--- src/rtl/qif_neuron_scheduler.sv ---
// Purpose : time-multiplexed QIF membrane-update controller for N_NEURONS neurons with a spike FIFO.
// Latency : tick -> busy next cycle; neuron k updated at edge T+1+k; done pulse in cycle T+1+N; vmem read 1 cycle.
// Backpressure: spike FIFO drained via spike_valid/spike_ready; a spike into a full FIFO stalls the sweep.
//
// Ports: clk/rst_n (sync, active-high), tick (start timestep), isyn_we/addr/data (synaptic current
// write), vmem_rd_addr/vmem_rd_data (registered debug read), spike_valid/spike_idx/spike_ready
// (spike FIFO head), busy, done (1-cycle pulse), overrun (sticky, tick while busy).
// Optional build macro QIF_SCHED_LEAK_EN adds a linear leak term -(V >>> 4) to the non-spiking update.
module qif_neuron_scheduler #(
  parameter int               N_NEURONS  = 8,
  parameter int               IDX_W      = 3,
  parameter logic signed [7:0] V_RESET   = -8'sd20,
  parameter logic signed [7:0] V_TH      = 8'sd50,
  parameter int               FIFO_DEPTH = 4
) (
  input  logic                    clk,
  input  logic                    rst_n,
  input  logic                    tick,
  input  logic                    isyn_we,
  input  logic [IDX_W-1:0]        isyn_addr,
  input  logic signed [7:0]       isyn_data,
  input  logic [IDX_W-1:0]        vmem_rd_addr,
  output logic signed [7:0]       vmem_rd_data,
  output logic                    spike_valid,
  output logic [IDX_W-1:0]        spike_idx,
  input  logic                    spike_ready,
  output logic                    busy,
  output logic                    done,
  output logic                    overrun
);
  localparam int PTR_W = $clog2(FIFO_DEPTH);

  typedef enum logic [1:0] {IDLE, UPDATE, STALL, DONE} state_t;

  state_t                 state;
  logic [IDX_W-1:0]       idx;
  logic signed [7:0]      v_mem [N_NEURONS];
  logic signed [7:0]      i_mem [N_NEURONS];
  logic [IDX_W-1:0]       fifo_mem [FIFO_DEPTH];
  logic [PTR_W-1:0]       wr_ptr;
  logic [PTR_W-1:0]       rd_ptr;
  logic [PTR_W:0]         count;

  logic signed [7:0]      v_cur;
  logic signed [7:0]      i_cur;
  logic signed [10:0]     v_ext;
  logic signed [10:0]     q_ext;
  logic signed [10:0]     i_ext;
  logic signed [10:0]     q_sq;
  logic signed [10:0]     sum;
`ifdef QIF_SCHED_LEAK_EN
  logic signed [10:0]     leak_ext;
`endif
  logic signed [7:0]      v_next;
  logic                   spike;
  logic                   fifo_full;
  logic                   pop;
  logic                   push;
  logic                   stall;

  assign v_cur       = v_mem[idx];
  assign i_cur       = i_mem[idx];
  assign spike       = (v_cur >= V_TH);
  assign spike_valid = (count != '0);
  assign spike_idx   = fifo_mem[rd_ptr];
  assign fifo_full   = (count == (PTR_W+1)'(FIFO_DEPTH));
  assign pop         = spike_valid && spike_ready;
  // A full FIFO still takes the push when the head leaves in the same cycle.
  assign stall       = spike && fifo_full && !pop;
  assign push        = (state == UPDATE) && spike && !stall;

  // Shared datapath: V + (V>>>3)^2 + (I>>>2), widened to 11 bits so the square cannot wrap.
  always_comb begin
    v_ext = {{3{v_cur[7]}}, v_cur};
    q_ext = {{6{v_cur[7]}}, v_cur[7:3]};
    i_ext = {{5{i_cur[7]}}, i_cur[7:2]};
    q_sq  = q_ext * q_ext;
`ifdef QIF_SCHED_LEAK_EN
    leak_ext = {{7{v_cur[7]}}, v_cur[7:4]};
    sum      = v_ext + q_sq + i_ext - leak_ext;
`else
    sum      = v_ext + q_sq + i_ext;
`endif
    if (sum > 11'sd127)
      v_next = 8'sd127;
    else if (sum < -11'sd128)
      v_next = -8'sd128;
    else
      v_next = sum[7:0];
  end

  always_ff @(posedge clk) begin
    if (rst_n) begin
      state        <= IDLE;
      idx          <= '0;
      busy         <= 1'b0;
      done         <= 1'b0;
      overrun      <= 1'b0;
      vmem_rd_data <= '0;
      wr_ptr       <= '0;
      rd_ptr       <= '0;
      count        <= '0;
      for (int k = 0; k < N_NEURONS; k++) begin
        v_mem[k] <= V_RESET;
        i_mem[k] <= '0;
      end
    end else begin
      // Read-before-write: returns the value held before this edge's update.
      vmem_rd_data <= v_mem[vmem_rd_addr];
      done         <= 1'b0;
      // The update below reads the pre-edge I, so a same-cycle write lands next timestep.
      if (isyn_we)
        i_mem[isyn_addr] <= isyn_data;
      if (tick && state != IDLE)
        overrun <= 1'b1;

      case (state)
        IDLE: begin
          if (tick) begin
            state <= UPDATE;
            idx   <= '0;
            busy  <= 1'b1;
          end
        end
        UPDATE: begin
          if (stall) begin
            state <= STALL;
          end else begin
            v_mem[idx] <= spike ? V_RESET : v_next;
            if (idx == IDX_W'(N_NEURONS - 1)) begin
              state <= DONE;
              done  <= 1'b1;
            end else begin
              idx <= idx + 1'b1;
            end
          end
        end
        STALL: begin
          // Neuron idx is re-evaluated from scratch once space is available.
          if (!fifo_full || pop)
            state <= UPDATE;
        end
        DONE: begin
          state <= IDLE;
          busy  <= 1'b0;
        end
        default: state <= IDLE;
      endcase

      if (push) begin
        fifo_mem[wr_ptr] <= idx;
        wr_ptr           <= wr_ptr + 1'b1;
      end
      if (pop)
        rd_ptr <= rd_ptr + 1'b1;
      count <= count + (PTR_W+1)'(push) - (PTR_W+1)'(pop);
    end
  end
endmodule

--- config.mk ---
export PLATFORM = sky130hd
export DESIGN_NAME = qif_neuron_scheduler
export DESIGN_NICKNAME = d
export VERILOG_FILES = /design/src/rtl/qif_neuron_scheduler.sv
export SDC_FILE = /design/constraint.sdc
export NUM_CORES = 1
export LEC_CHECK = 0
export ABC_AREA = 1
export ABC_CLOCK_PERIOD_IN_PS = 5300
export CORE_UTILIZATION = 55
export CTS_BUF_LIST = sky130_fd_sc_hd__clkbuf_2 sky130_fd_sc_hd__clkbuf_4 sky130_fd_sc_hd__clkbuf_8
export CTS_CLUSTER_DIAMETER = 120
export DETAILED_ROUTE_END_ITERATION = 10
export HOLD_SLACK_MARGIN = 0.1
export PLACE_DENSITY_LB_ADDON = 0.2
export SLEW_MARGIN = 20
export SYNTH_ARGS = -nofsm -noshare
export SYNTH_HDL_FRONTEND = slang
export SYNTH_SLANG_ARGS = --single-unit
--- constraint.sdc ---
create_clock -name clk -period 5.3 [get_ports clk]
set_input_delay 0.795 -clock clk [delete_from_list [all_inputs] [get_ports clk]]
set_output_delay 0.795 -clock clk [all_outputs]
set_load 0.005 [all_outputs]
==> out/qor.csv, run 1 <==
stage,metric,value,unit
run_status,status,finished with violations,
run_status,failing checks,negative setup slack,
sta,Worst Max-Slew Pin Slew,1010,ps
drt,final WL,20.9,mm
die,initial cell density of the core,56.6,%
sta,Final Max Slew Viols,0,
drt,Iter 0 DRT Violations,584,
finish,multi-input logic area,4330,um2
cts,"Clk Latency, worst-skew pair",450,ps
worst_setup_path,critical path buffer and inverter count,9,
grt,GRT Overall Usage,26.1,%
worst_setup_path,Worst Path Arrival,5640,ps
worst_setup_path,crit start category,flip-flop,
worst_setup_path,R2R Setup Slk,-180,ps
worst_setup_path,"slowest stage delay, CP",560,ps
placed_design,port bufs,31,
cts,clk sinks,152,
logic_synthesis,ranking of synthesized cells by area,"edfxtp_1 41%, nand2_1 7.4%, nor2_1 6.9%",
worst_setup_path,slowest CP cell,fa_1,
drt,drt first pass iters,5,
worst_setup_path,CP Capture Point,v_mem[0][3],
logic_synthesis,Ys Warns,0,
worst_setup_path,critical path capture point type,flip-flop,
sta,Setup TNS Final,-6800,ps
sta,RSZ-0062 raised after global routing,true,
logic_synthesis,top-area cell type share of the netlist area,41.2,%
worst_setup_path,WP data required,5460,ps
finish,fraction of layout cells with a size suffix above 1,18.0,%
cts,Inserted Clock Buffers,17,
logic_synthesis,syn nets,1124,
cts,root buffer cell,clkbuf_8,
worst_setup_path,RR Endpoint,v_mem[0][3],
finish,antenna cell count,0,
finish,Final #Nets,1215,
cts,Clock Path Buffers,2,
drt,Vias/cell,5.41,
logic_synthesis,register area share after synthesis,47.5,%
sta,Final min period,5480,ps
die,Die H,130,um
sta,worst rel slew slack,32.4,%
drt,DR vias,7351,
finish,fin area,10900,um2
sta,Hold Fails Final Rpt,0,
worst_setup_path,r2r worst-path depth,30,
placed_design,Post-DP HPWL,14.7,mm
sta,Fmax,182,MHz
logic_synthesis,Avg Inst Size Synth,8.68,um2
worst_setup_path,Crit Path Max Fanout,9,
worst_setup_path,Levels on crit path,30,
logic_synthesis,top_reg_cell synth,edfxtp_1,
cts,H-tree levels,4,
finish,register area,4290,um2
logic_synthesis,async set-reset flop share out of synthesis,0,%
die,Die X,130,um
drt,WL/cell,15.3,um
finish,layout overhead on the synthesized area,20.4,%
sta,# setup viols final,56,
logic_synthesis,"count leader, synth",nand2_1,
cts,CTS tree,yes,
logic_synthesis,largest area contributor in the netlist,edfxtp_1,
grt,initial antenna violation count,0,
drt,DRC Markers,0,
die,Core ar.,15900,um2
worst_setup_path,crit path kind,flip-flop to flip-flop,
job,max cap viols,0,
sta,Final WS setup,-182,ps
die,io pins,34,
grt,number of global-route vias before repair,6919,
worst_setup_path,cell family with most CP delay,adder cells,
cts,Worst-path clk slew,90,ps
worst_hold_path,Hold WC Path Type,flip-flop to flip-flop,
grt,total gr overflow,0,
placed_design,Post-DP Area,10000,um2
logic_synthesis,"EDFF count, synth",124,
finish,Fillers,1221,
logic_synthesis,Post-Syn Instances,1040,
cts,hold bufs inserted after CTS,0,
logic_synthesis,Yosys reg bits,152,
logic_synthesis,Synth top cells by count,"177 x nand2_1, 166 x nor2_1, 149 x inv_1, 124 x edfxtp_1, 98 x nand3_1",
die,DIE AREA,16900,um2
die,Rows,46,
drt,DRT antenna net count,0,
placed_design,Final Wtd Congestion,0.857,
grt,largest net degree at the start of global routing,40,
logic_synthesis,post-synth cell types,40,
grt,first-pass GRT wire length,33.6,mm
logic_synthesis,Mapped Area,9030,um2
sta,Fin Clk Skew,15.6,ps
finish,post-layout util,68.2,%
sta,Final Cycle Share,103,%
## final cells by class
class                   count  area share, %
clock buffers              18           2.22
clock inverters            14           1.30
inverters                 154           5.39
multi-input cells         695           39.8
flip-flops and latches    152           39.4
well taps                 216           2.49
repair buffers            111           9.35
## worst min path at each step
stage / from / to / slack [ps] / cells after the start
global route: count[2] / count[2] / 500 / 1
detailed placement: count[2] / count[2] / 440 / 1
finish: count[2] / count[2] / 450 / 1
CTS: count[2] / count[2] / 460 / 1
floorplan: count[2] / count[2] / 420 / 1
global placement: count[2] / count[2] / 440 / 1
## flip-flops by register name, indices dropped and copies added (netlist names), 3 cells and up, named ones only
name and count:
fifo_mem 12, v_mem 64, i_mem 48, count 3
idx 3, vmem_rd_data 8
## metrics by stage
stage	hold slack, ps	worst slack [ps]	std cells
6_report	452	-182	1360
5_1_grt	500	-458	1360
4_1_cts	457	-169	1356
3_5_place_dp	443	-246	1316
3_3_place_gp	435	-211	1316
2_1_floorplan	422	17.2	1040
## logic make-up (layout without fill, tap and decap cells)
kind of cell               Yosys count  after routing  synth area share, %
AOI/OAI and AO/OA                  156            156                 9.80
adders and majority gates           65             65                 11.3
buffers and inverters              193            297                 8.77
xor gates and xnor gates            12             12                 1.16
and+or+nand+nor                    462            462                 21.6
DFF                                152            152                 47.5
## layout by cell type, fill, tap and decap left out, types with 8 or more instances in the layout
master,instances
nand2_1,169
edfxtp_1,124
a21oi_1,47
ha_1,31
fa_1,26
o21ai_1,8
inv_1,138
clkdlybuf4s50_1,31
clkbuf_8,17
inv_2,12
nand3_1,78
o21ai_0,63
nor2_1,153
a31oi_1,10
nand3_2,21
buf_4,68
nor2_4,12
dfxtp_1,27
## worst reg2reg max path, delay by kind of cell (launching register included)
kind,cells,cell delay (ps)
AO/OA/AOI/OAI,1,280
XOR/XNOR,1,190
adder cells (fa/ha/maj),5,2360
buffers and inverters,9,770
flip-flops,1,390
AND/OR/NAND/NOR,14,1230
## timing repair
item / CTS / global route
resized for setup: 46 / 41
endpoints found under the setup margin: 64 / 64
buffers inserted: 7 / 4
gates cloned: 1 / 0
pin swaps: 32 / 38
## per-layer routing
| layer | wire length [um] | GRT usage [%] | vias to the layer above |
|---|---|---|---|
| li1 | - | - | 3591 |
| met1 | 8960 | 34.7 | 3440 |
| met2 | 10200 | 43.6 | 273 |
| met3 | 1190 | 3.65 | 47 |
| met4 | 529 | 9.64 | 0 |
| met5 | 0 | 0 | - |
Power of run 1 is not shown: default switching activity piles up to over one toggle a cycle in this logic, so the estimate is an artifact.
==> run 2, diff against run 1 <==
Settings changed: CTS_BUF_LIST sky130_fd_sc_hd__clkbuf_2 sky130_fd_sc_hd__clkbuf_4 sky130_fd_sc_hd__clkbuf_8 to unset, DONT_BUFFER_PORTS set to 1.
==> run 2 against run 1 <==
  * The flow still finishes with violations (negative setup slack)
  * Register-to-register slack improved by 70 ps
  * Core utilization grew 1.2 points
  * Via count down 0.48%
  * Largest cell class unchanged
  * Critical path depth increased by 1
==> out/qor.csv, run 2 (synthesis gave the netlist of run 1 again) <==
stage,metric,value,unit
worst_setup_path,Crit Path Max Fanout,8,
die,Rows,46,
grt,first-pass GRT wire length,33.8,mm
placed_design,port bufs,0,
placed_design,Post-DP HPWL,14.7,mm
grt,total gr overflow,0,
grt,initial antenna violation count,0,
drt,WL/cell,16.2,um
grt,met2 Use GR,44.4,%
finish,Reg with most FFs,v_mem,
placed_design,dpl ws,-288,ps
die,io pins,34,
die,DIE AREA,16900,um2
cts,clk sinks,152,
sta,Final WS setup,-109,ps
die,Die X,130,um
sta,Final Max Slew Viols,0,
sta,Worst Max-Slew Pin Slew,790,ps
grt,largest net degree at the start of global routing,40,
drt,DR vias,7316,
drt,DRT antenna net count,0,
placed_design,Final Wtd Congestion,0.851,
finish,fin area,11100,um2
sta,Hold Fails Final Rpt,0,
worst_setup_path,R2R Setup Slk,-110,ps
cts,Inserted Clock Buffers,17,
grt,number of global-route vias before repair,6984,
sta,RSZ-0062 raised after global routing,true,
finish,antenna cell count,0,
cts,hold bufs inserted after CTS,0,
drt,DRC Markers,0,
finish,layout overhead on the synthesized area,22.5,%
cts,root buffer cell,clkbuf_16,
sta,# setup viols final,40,
die,Die H,130,um
cts,Clock Path Buffers,2,
worst_setup_path,critical path capture point type,flip-flop,
finish,Final #Nets,1189,
drt,final WL,21.6,mm
finish,Top Registers,"v_mem: 64 flops, i_mem: 48 flops, fifo_mem: 12 flops",
grt,GRT Overall Usage,26.5,%
run_status,failing checks,negative setup slack,
worst_setup_path,WP data required,5460,ps
worst_setup_path,crit start category,flip-flop,
die,Core ar.,15900,um2
placed_design,Post-DP Area,9720,um2
worst_setup_path,slowest CP cell,fa_1,
worst_setup_path,Worst Path Arrival,5570,ps
finish,max reg flops,64,
worst_setup_path,RR Endpoint,v_mem[0][5],
cts,"Clk Latency, worst-skew pair",430,ps
cts,H-tree levels,4,
job,max cap viols,0,
drt,Vias/cell,5.48,
cts,CTS tree,yes,
worst_setup_path,crit path kind,flip-flop to flip-flop,
finish,most frequent cells in the layout,"167 x nand2_1, 140 x nor2_1, 135 x inv_1, 124 x edfxtp_1, 70 x nand3_1",
sta,worst hold margin,430,ps
grt,busiest grt layer,met2,
finish,"most common cell after layout, fill and taps aside",nand2_1,
worst_setup_path,r2r worst-path depth,31,
drt,Iter 0 DRT Violations,625,
sta,Final min period,5410,ps
die,initial cell density of the core,56.6,%
grt,met1 usage,34.9,%
sta,Final Cycle Share,102,%
sta,worst rel slew slack,46.8,%
finish,fraction of layout cells with a size suffix above 1,21.6,%
worst_setup_path,CP Capture Point,v_mem[0][5],
cts,Worst-path clk slew,60,ps
sta,Fin Clk Skew,8.25,ps
grt,GRT met3 Usage,3.73,%
worst_setup_path,"slowest stage delay, CP",530,ps
worst_hold_path,Hold WC Path Type,input port to flip-flop,
run_status,status,finished with violations,
sta,Fmax,185,MHz
drt,drt first pass iters,5,
## run 2: worst min path at each step
stage                        start        to  depth (start not counted)
after floorplan           count[2]  count[2]                          1
after global placement    count[2]  count[2]                          1
after detailed placement  count[2]  count[2]                          1
after CTS                    rst_n  count[1]                          1
after global routing         rst_n      busy                          1
final                        rst_n      busy                          1
## run 2: timing repair
action / 4_1_cts / 5_1_grt
buffers inserted: 14 / 12
setup endpoints to repair: 64 / 64
gates resized for setup: 53 / 88
pin swaps: 28 / 45
## run 2: cell type report
class | instances | area, um2
Multi-Input combinational cell | 695 | 4460
Inverter | 154 | 603
Tap cell | 216 | 270
Sequential cell | 152 | 4290
Fill cell | 1203 | 4880
Clock inverter | 15 | 188
Clock buffer | 17 | 425
Timing Repair Buffer | 85 | 826
## run 2: metrics by stage
step,setup TNS [ps],utilization (%),instances
finish,-2500,69.4,1334
global route,-17960,69.4,1334
floorplan,0,-,1040
CTS,-1610,66.8,1325
global placement,-13710,61.0,1279
detailed placement,-15500,61.0,1279
## run 2: routing by layer
| layer | part of all wire (%) | up-vias |
|---|---|---|
| met4 | 1.8 | 0 |
| met5 | 0 | - |
| met2 | 50 | 242 |
| met3 | 5.7 | 29 |
| li1 | - | 3539 |
| met1 | 43 | 3506 |
## run 2: worst max-delay path, delay by kind of cell, from the launching register on
| family | cells | cell delay, ps |
|---|---|---|
| fa+ha+maj | 5 | 2280 |
| simple gates | 15 | 1520 |
| buf+inv | 10 | 810 |
| flops | 1 | 370 |
| xor+xnor | 1 | 150 |
Power of run 2 is left out for the same reason.
==> run 3, diff against run 2 <==
Settings changed: GPL_TIMING_DRIVEN set to 0.
==> run 3 against run 2 <==
  * The flow still finishes with violations (negative setup slack)
  * Hold slack gained 34 ps
  * Register-to-register slack lost 170 ps
  * Setup slack lost 170 ps
  * Cell area shrank 3.3%
  * Cell count shrank 1.3%
  * Critical path type unchanged
  * Highest routed layer unchanged
==> out/qor.csv, run 3 (synthesis gave the netlist of run 1 again) <==
stage,metric,value,unit
run_status,status,finished with violations,
run_status,failing checks,negative setup slack,
job,max cap viols,0,
cts,CTS tree,yes,
worst_setup_path,crit start category,flip-flop,
finish,"most common cell after layout, fill and taps aside",nand2_1,
finish,Reg with most FFs,v_mem,
die,Rows,46,
worst_setup_path,slowest CP cell,fa_1,
cts,H-tree levels,4,
cts,Clock Path Buffers,2,
finish,fraction of layout cells with a size suffix above 1,17.5,%
finish,post-layout util,67.1,%
drt,DRC Markers,0,
placed_design,Final Wtd Congestion,0.911,
cts,hold bufs inserted after CTS,0,
worst_setup_path,critical path buffer and inverter count,9,
sta,Final Max Slew Viols,0,
die,initial cell density of the core,56.6,%
sta,worst rel slew slack,48.5,%
worst_hold_path,Hold WC Path Type,flip-flop to flip-flop,
drt,DR vias,7317,
finish,Top Registers,"v_mem: 64 flops, i_mem: 48 flops, fifo_mem: 12 flops",
cts,root buffer cell,clkbuf_16,
worst_setup_path,CP most frequent cell,inv_2,
placed_design,port bufs,0,
sta,# setup viols final,64,
placed_design,Post-DP HPWL,15.8,mm
drt,final WL,23.0,mm
drt,WL/cell,17.5,um
worst_setup_path,"slowest stage delay, CP",550,ps
sta,Fmax,179,MHz
finish,layout overhead on the synthesized area,18.5,%
grt,number of global-route vias before repair,6928,
grt,first-pass GRT wire length,35.8,mm
sta,Hold Fails Final Rpt,0,
sta,Final Cycle Share,105,%
drt,drt first pass iters,5,
sta,Worst Max-Slew Pin Slew,772,ps
sta,Fin Clk Skew,9.15,ps
die,io pins,34,
die,Core ar.,15900,um2
grt,initial antenna violation count,0,
cts,Inserted Clock Buffers,17,
worst_setup_path,Worst Path Arrival,5730,ps
die,Die H,130,um
worst_setup_path,Crit Path Max Fanout,8,
die,DIE AREA,16900,um2
grt,total gr overflow,0,
cts,clk sinks,152,
drt,Vias/cell,5.56,
finish,most frequent cells in the layout,"167 x nand2_1, 142 x nor2_1, 137 x inv_1, 124 x edfxtp_1, 74 x nand3_1",
sta,RSZ-0062 raised after global routing,true,
grt,largest net degree at the start of global routing,17,
finish,antenna cell count,0,
cts,Worst-path clk slew,60,ps
worst_setup_path,critical path capture point type,flip-flop,
cts,"Clk Latency, worst-skew pair",440,ps
sta,Final WS setup,-276,ps
worst_setup_path,cell family with most CP delay,adder cells,
die,Die X,130,um
placed_design,dpl ws,-898,ps
finish,max reg flops,64,
grt,GRT Overall Usage,28.6,%
worst_setup_path,R2R Setup Slk,-280,ps
sta,Final min period,5580,ps
drt,Iter 0 DRT Violations,708,
worst_setup_path,crit path kind,flip-flop to flip-flop,
worst_setup_path,WP data required,5450,ps
finish,Final #Nets,1172,
drt,DRT antenna net count,0,
[run 3: per-layer routing]
metal | track usage (%) | up-vias | part of all wire (%)
li1 | - | 3506 | -
met1 | 37.7 | 3484 | 42
met2 | 48.4 | 285 | 50
met3 | 4.59 | 42 | 7.0
met4 | 8.76 | 0 | 1.8
met5 | 0 | - | 0
[run 3: worst paths after layout]
kind / startpoint / to / depth (start not counted)
setup reg to reg: flip-flop / v_mem[1][2] / 30
setup / recovery: flip-flop / v_mem[1][2] / 30
hold reg to reg: count[2] / count[2] / 1
hold / removal: count[2] / count[2] / 1
[run 3: what timing repair did]
item | CTS | global route
pin swaps | 40 | 44
endpoints found under the setup margin | 64 | 64
setup buffers | 21 | 8
gates resized for setup | 66 | 63
[run 3: area by class of cell]
class | instances | area, um2
Clock buffer | 19 | 464
Fill cell | 1268 | 5240
Sequential cell | 152 | 4290
Multi-Input combinational cell | 695 | 4410
Tap cell | 216 | 270
Timing Repair Buffer | 29 | 275
Inverter | 154 | 591
Buffer | 39 | 272
Clock inverter | 13 | 129
[run 3: through the flow]
stage | hold slack, ps | setup TNS [ps] | area (um2) | std cells
6_report | 464 | -14020 | 10700 | 1317
5_1_grt | 478 | -28950 | 10700 | 1317
4_1_cts | 456 | -11200 | 10400 | 1309
3_5_place_dp | 447 | -53130 | 9360 | 1256
3_3_place_gp | 438 | -48600 | 9360 | 1256
2_1_floorplan | 422 | 0 | 9090 | 1040
Power of run 3 is left out for the same reason.
==> RTL edit: new RTL, flow settings as in run 3 <==
Build with the macro `QIF_SCHED_LEAK_EN` defined.
--- a/src/rtl/qif_neuron_scheduler.sv
+++ b/src/rtl/qif_neuron_scheduler.sv
@@ -8,2 +8,4 @@
 // Optional build macro QIF_SCHED_LEAK_EN adds a linear leak term -(V >>> 4) to the non-spiking update.
+`define QIF_SCHED_LEAK_EN
+
 module qif_neuron_scheduler #(
Formal check against the unedited RTL: not equivalent (Yosys sat finds a counterexample within 4 cycles, from zero or initial values and one cycle with rst_n high).
==> RTL edit against run 3 <==
Sequential cell count unchanged. Critical endpoint is now v_mem[3][5]. The run still ends with setup timing left. Largest cell class unchanged. Design area rose by 2.5%. Area after synthesis rose by 0.61%. Worst setup slack better by 0.0021 ns. Wire length rose by 4.0%.
Power is left out: the tool's default activity adds up to more than one toggle a clock period on the data nets, which glitch-free logic cannot reach.
==> RTL edit: results (changes against run 3) <==
| Metric | Value |
|---|---|
| Sum of negative setup slack | -12.41 ns (+1.61 ns) |
| Biggest area contributors in the synthesized netlist | sky130_fd_sc_hd__edfxtp_1 (41%), sky130_fd_sc_hd__nand2_1 (7.6%), sky130_fd_sc_hd__nor2_1 (7.6%) |
| Fill cells | 1233 (-2.8%) |
| Placer Congestion | 0.942 (+3.4%) |
| Non-clk invs | 153 (-0.65%) |
| Worst relative slew slack | 0.471 (-0.0148) |
| Final WS setup | -0.274 ns (+0.00214 ns) |
| Area Overhead vs Synth | 20.7% |
| DR WL/cell | 18.1 µm (+3.8%) |
| Area occupied by registers | 0.00429 mm² (about the same) |
| Violated checks | setup timing |
| Layout cells sized above 1 | 0.185 (+0.00965) |
| Total number of sequential cells | 152 (unchanged) |
| Detailed Routing Iterations Pass 1 | 6 (+1) |
| Final setup fails | 64 (unchanged) |
| Largest clock skew in the final design | 0.0115 ns (+0.00239 ns) |
| Synth cell types | 37 (-7.5%) |
| Total routing usage reported by global routing | 0.298 (+0.0122) |
| Non-clock buffer area fraction after layout | 0.0611 (+0.0101) |
| Global-route wire length before repair | 37.1 mm (+3.8%) |
| Number of nets produced by synthesis | 1123 (-0.089%) |
| Net count of the finished layout | 1178 (+0.51%) |
| Fraction of area in multi-input gates | 0.417 (+0.00463) |
| Dpl cell area | 0.00944 mm² (+0.84%) |
| Share of final layout cell area taken by clock buffers and inverters | 0.0532 (-0.00225) |
| Worst Setup Slack post-DPL | -1.30 ns (-0.398 ns) |
| Via count of the first global-routing pass | 7123 (+2.8%) |
| Die Outline Area | 0.0170 mm² (+0.60%) |
| Most numerous cell types in the synthesized netlist | sky130_fd_sc_hd__nand2_1 (184), sky130_fd_sc_hd__nor2_1 (184), sky130_fd_sc_hd__inv_1 (148) |
| Mean area per synthesized cell | 8.78 µm² (+1.1%) |
| Sequential fraction of the synthesis area | 0.472 (-0.00288) |
| Via count | 7396 (+1.1%) |
| Bufs w/o clock | 70 (+2.9%) |
| Number of combinational gates with multiple inputs | 696 (+0.14%) |
| Layout clock buffer count | 20 (+1) |
| HPWL Detailed | 16.2 mm (+2.4%) |
| Arrival @ worst endpoint | 5.74 ns (about the same) |
| Outcome | finished with violations |
RTL edit: cell count changes after synthesis, moves of 5 or more:
cell and change:
sky130_fd_sc_hd__buf_1 -5, sky130_fd_sc_hd__nor2_1 +18, sky130_fd_sc_hd__nor3_4 +8, sky130_fd_sc_hd__o21ai_0 +29, sky130_fd_sc_hd__clkbuf_1 +6, sky130_fd_sc_hd__nand2_1 +7, sky130_fd_sc_hd__nand3_1 -57, sky130_fd_sc_hd__o21ai_1 -7
RTL edit: cell families after synthesis:
family,Yosys count,synth area share
xor+xnor,15,0.0145
fa+ha+maj,69,0.120
flops,152,0.472
buf+inv,187,0.0824
simple gates,434,0.206
compound gates,178,0.105
RTL edit: metal layers:
metal	track usage	wire length, µm
met5	0	0
met4	0.139	948
met3	0.0570	1920
met2	0.468	11300
met1	0.401	9750
RTL edit: critical path, stage by stage (launching register included):
cell                      delay [ns]
sky130_fd_sc_hd__dfxtp_4        0.38
sky130_fd_sc_hd__buf_8          0.13
sky130_fd_sc_hd__buf_8          0.13
sky130_fd_sc_hd__buf_6          0.13
sky130_fd_sc_hd__a21oi_1        0.13
sky130_fd_sc_hd__o21ai_1        0.09
sky130_fd_sc_hd__o21ai_1        0.08
sky130_fd_sc_hd__inv_1          0.08
sky130_fd_sc_hd__o21ai_4        0.22
sky130_fd_sc_hd__buf_6          0.17
sky130_fd_sc_hd__nand2_2        0.12
sky130_fd_sc_hd__xor2_4         0.23
sky130_fd_sc_hd__xor2_1         0.24
sky130_fd_sc_hd__fa_1           0.50
sky130_fd_sc_hd__fa_1           0.59
sky130_fd_sc_hd__fa_1           0.47
sky130_fd_sc_hd__ha_4           0.27
sky130_fd_sc_hd__a21oi_4        0.14
sky130_fd_sc_hd__inv_1          0.07
sky130_fd_sc_hd__nand2_1        0.09
sky130_fd_sc_hd__nand3_2        0.10
sky130_fd_sc_hd__xor2_2         0.17
sky130_fd_sc_hd__nor2_1         0.11
sky130_fd_sc_hd__nand2_1        0.06
sky130_fd_sc_hd__nand2_2        0.11
sky130_fd_sc_hd__nand2_4        0.11
sky130_fd_sc_hd__nor2_4         0.27
sky130_fd_sc_hd__nand2_1        0.11
RTL edit: worst paths after layout:
path / startpoint / endpoint / slack [ns] / cells after the start
worst min-delay path: rd_ptr[1] / rd_ptr[1] / 0.47 / 2
worst min register to register: rd_ptr[1] / rd_ptr[1] / 0.47 / 2
worst max-delay path: register / v_mem[3][5] / -0.27 / 27
worst max register to register: register / v_mem[3][5] / -0.27 / 27
RTL edit: what timing repair did:
| action | 4_1_cts | 5_1_grt |
|---|---|---|
| pin swaps | 52 | 22 |
| gates cloned | 1 | 0 |
| setup endpoints to repair | 64 | 64 |
| resized for setup | 130 | 23 |
| setup buffers | 30 | 5 |
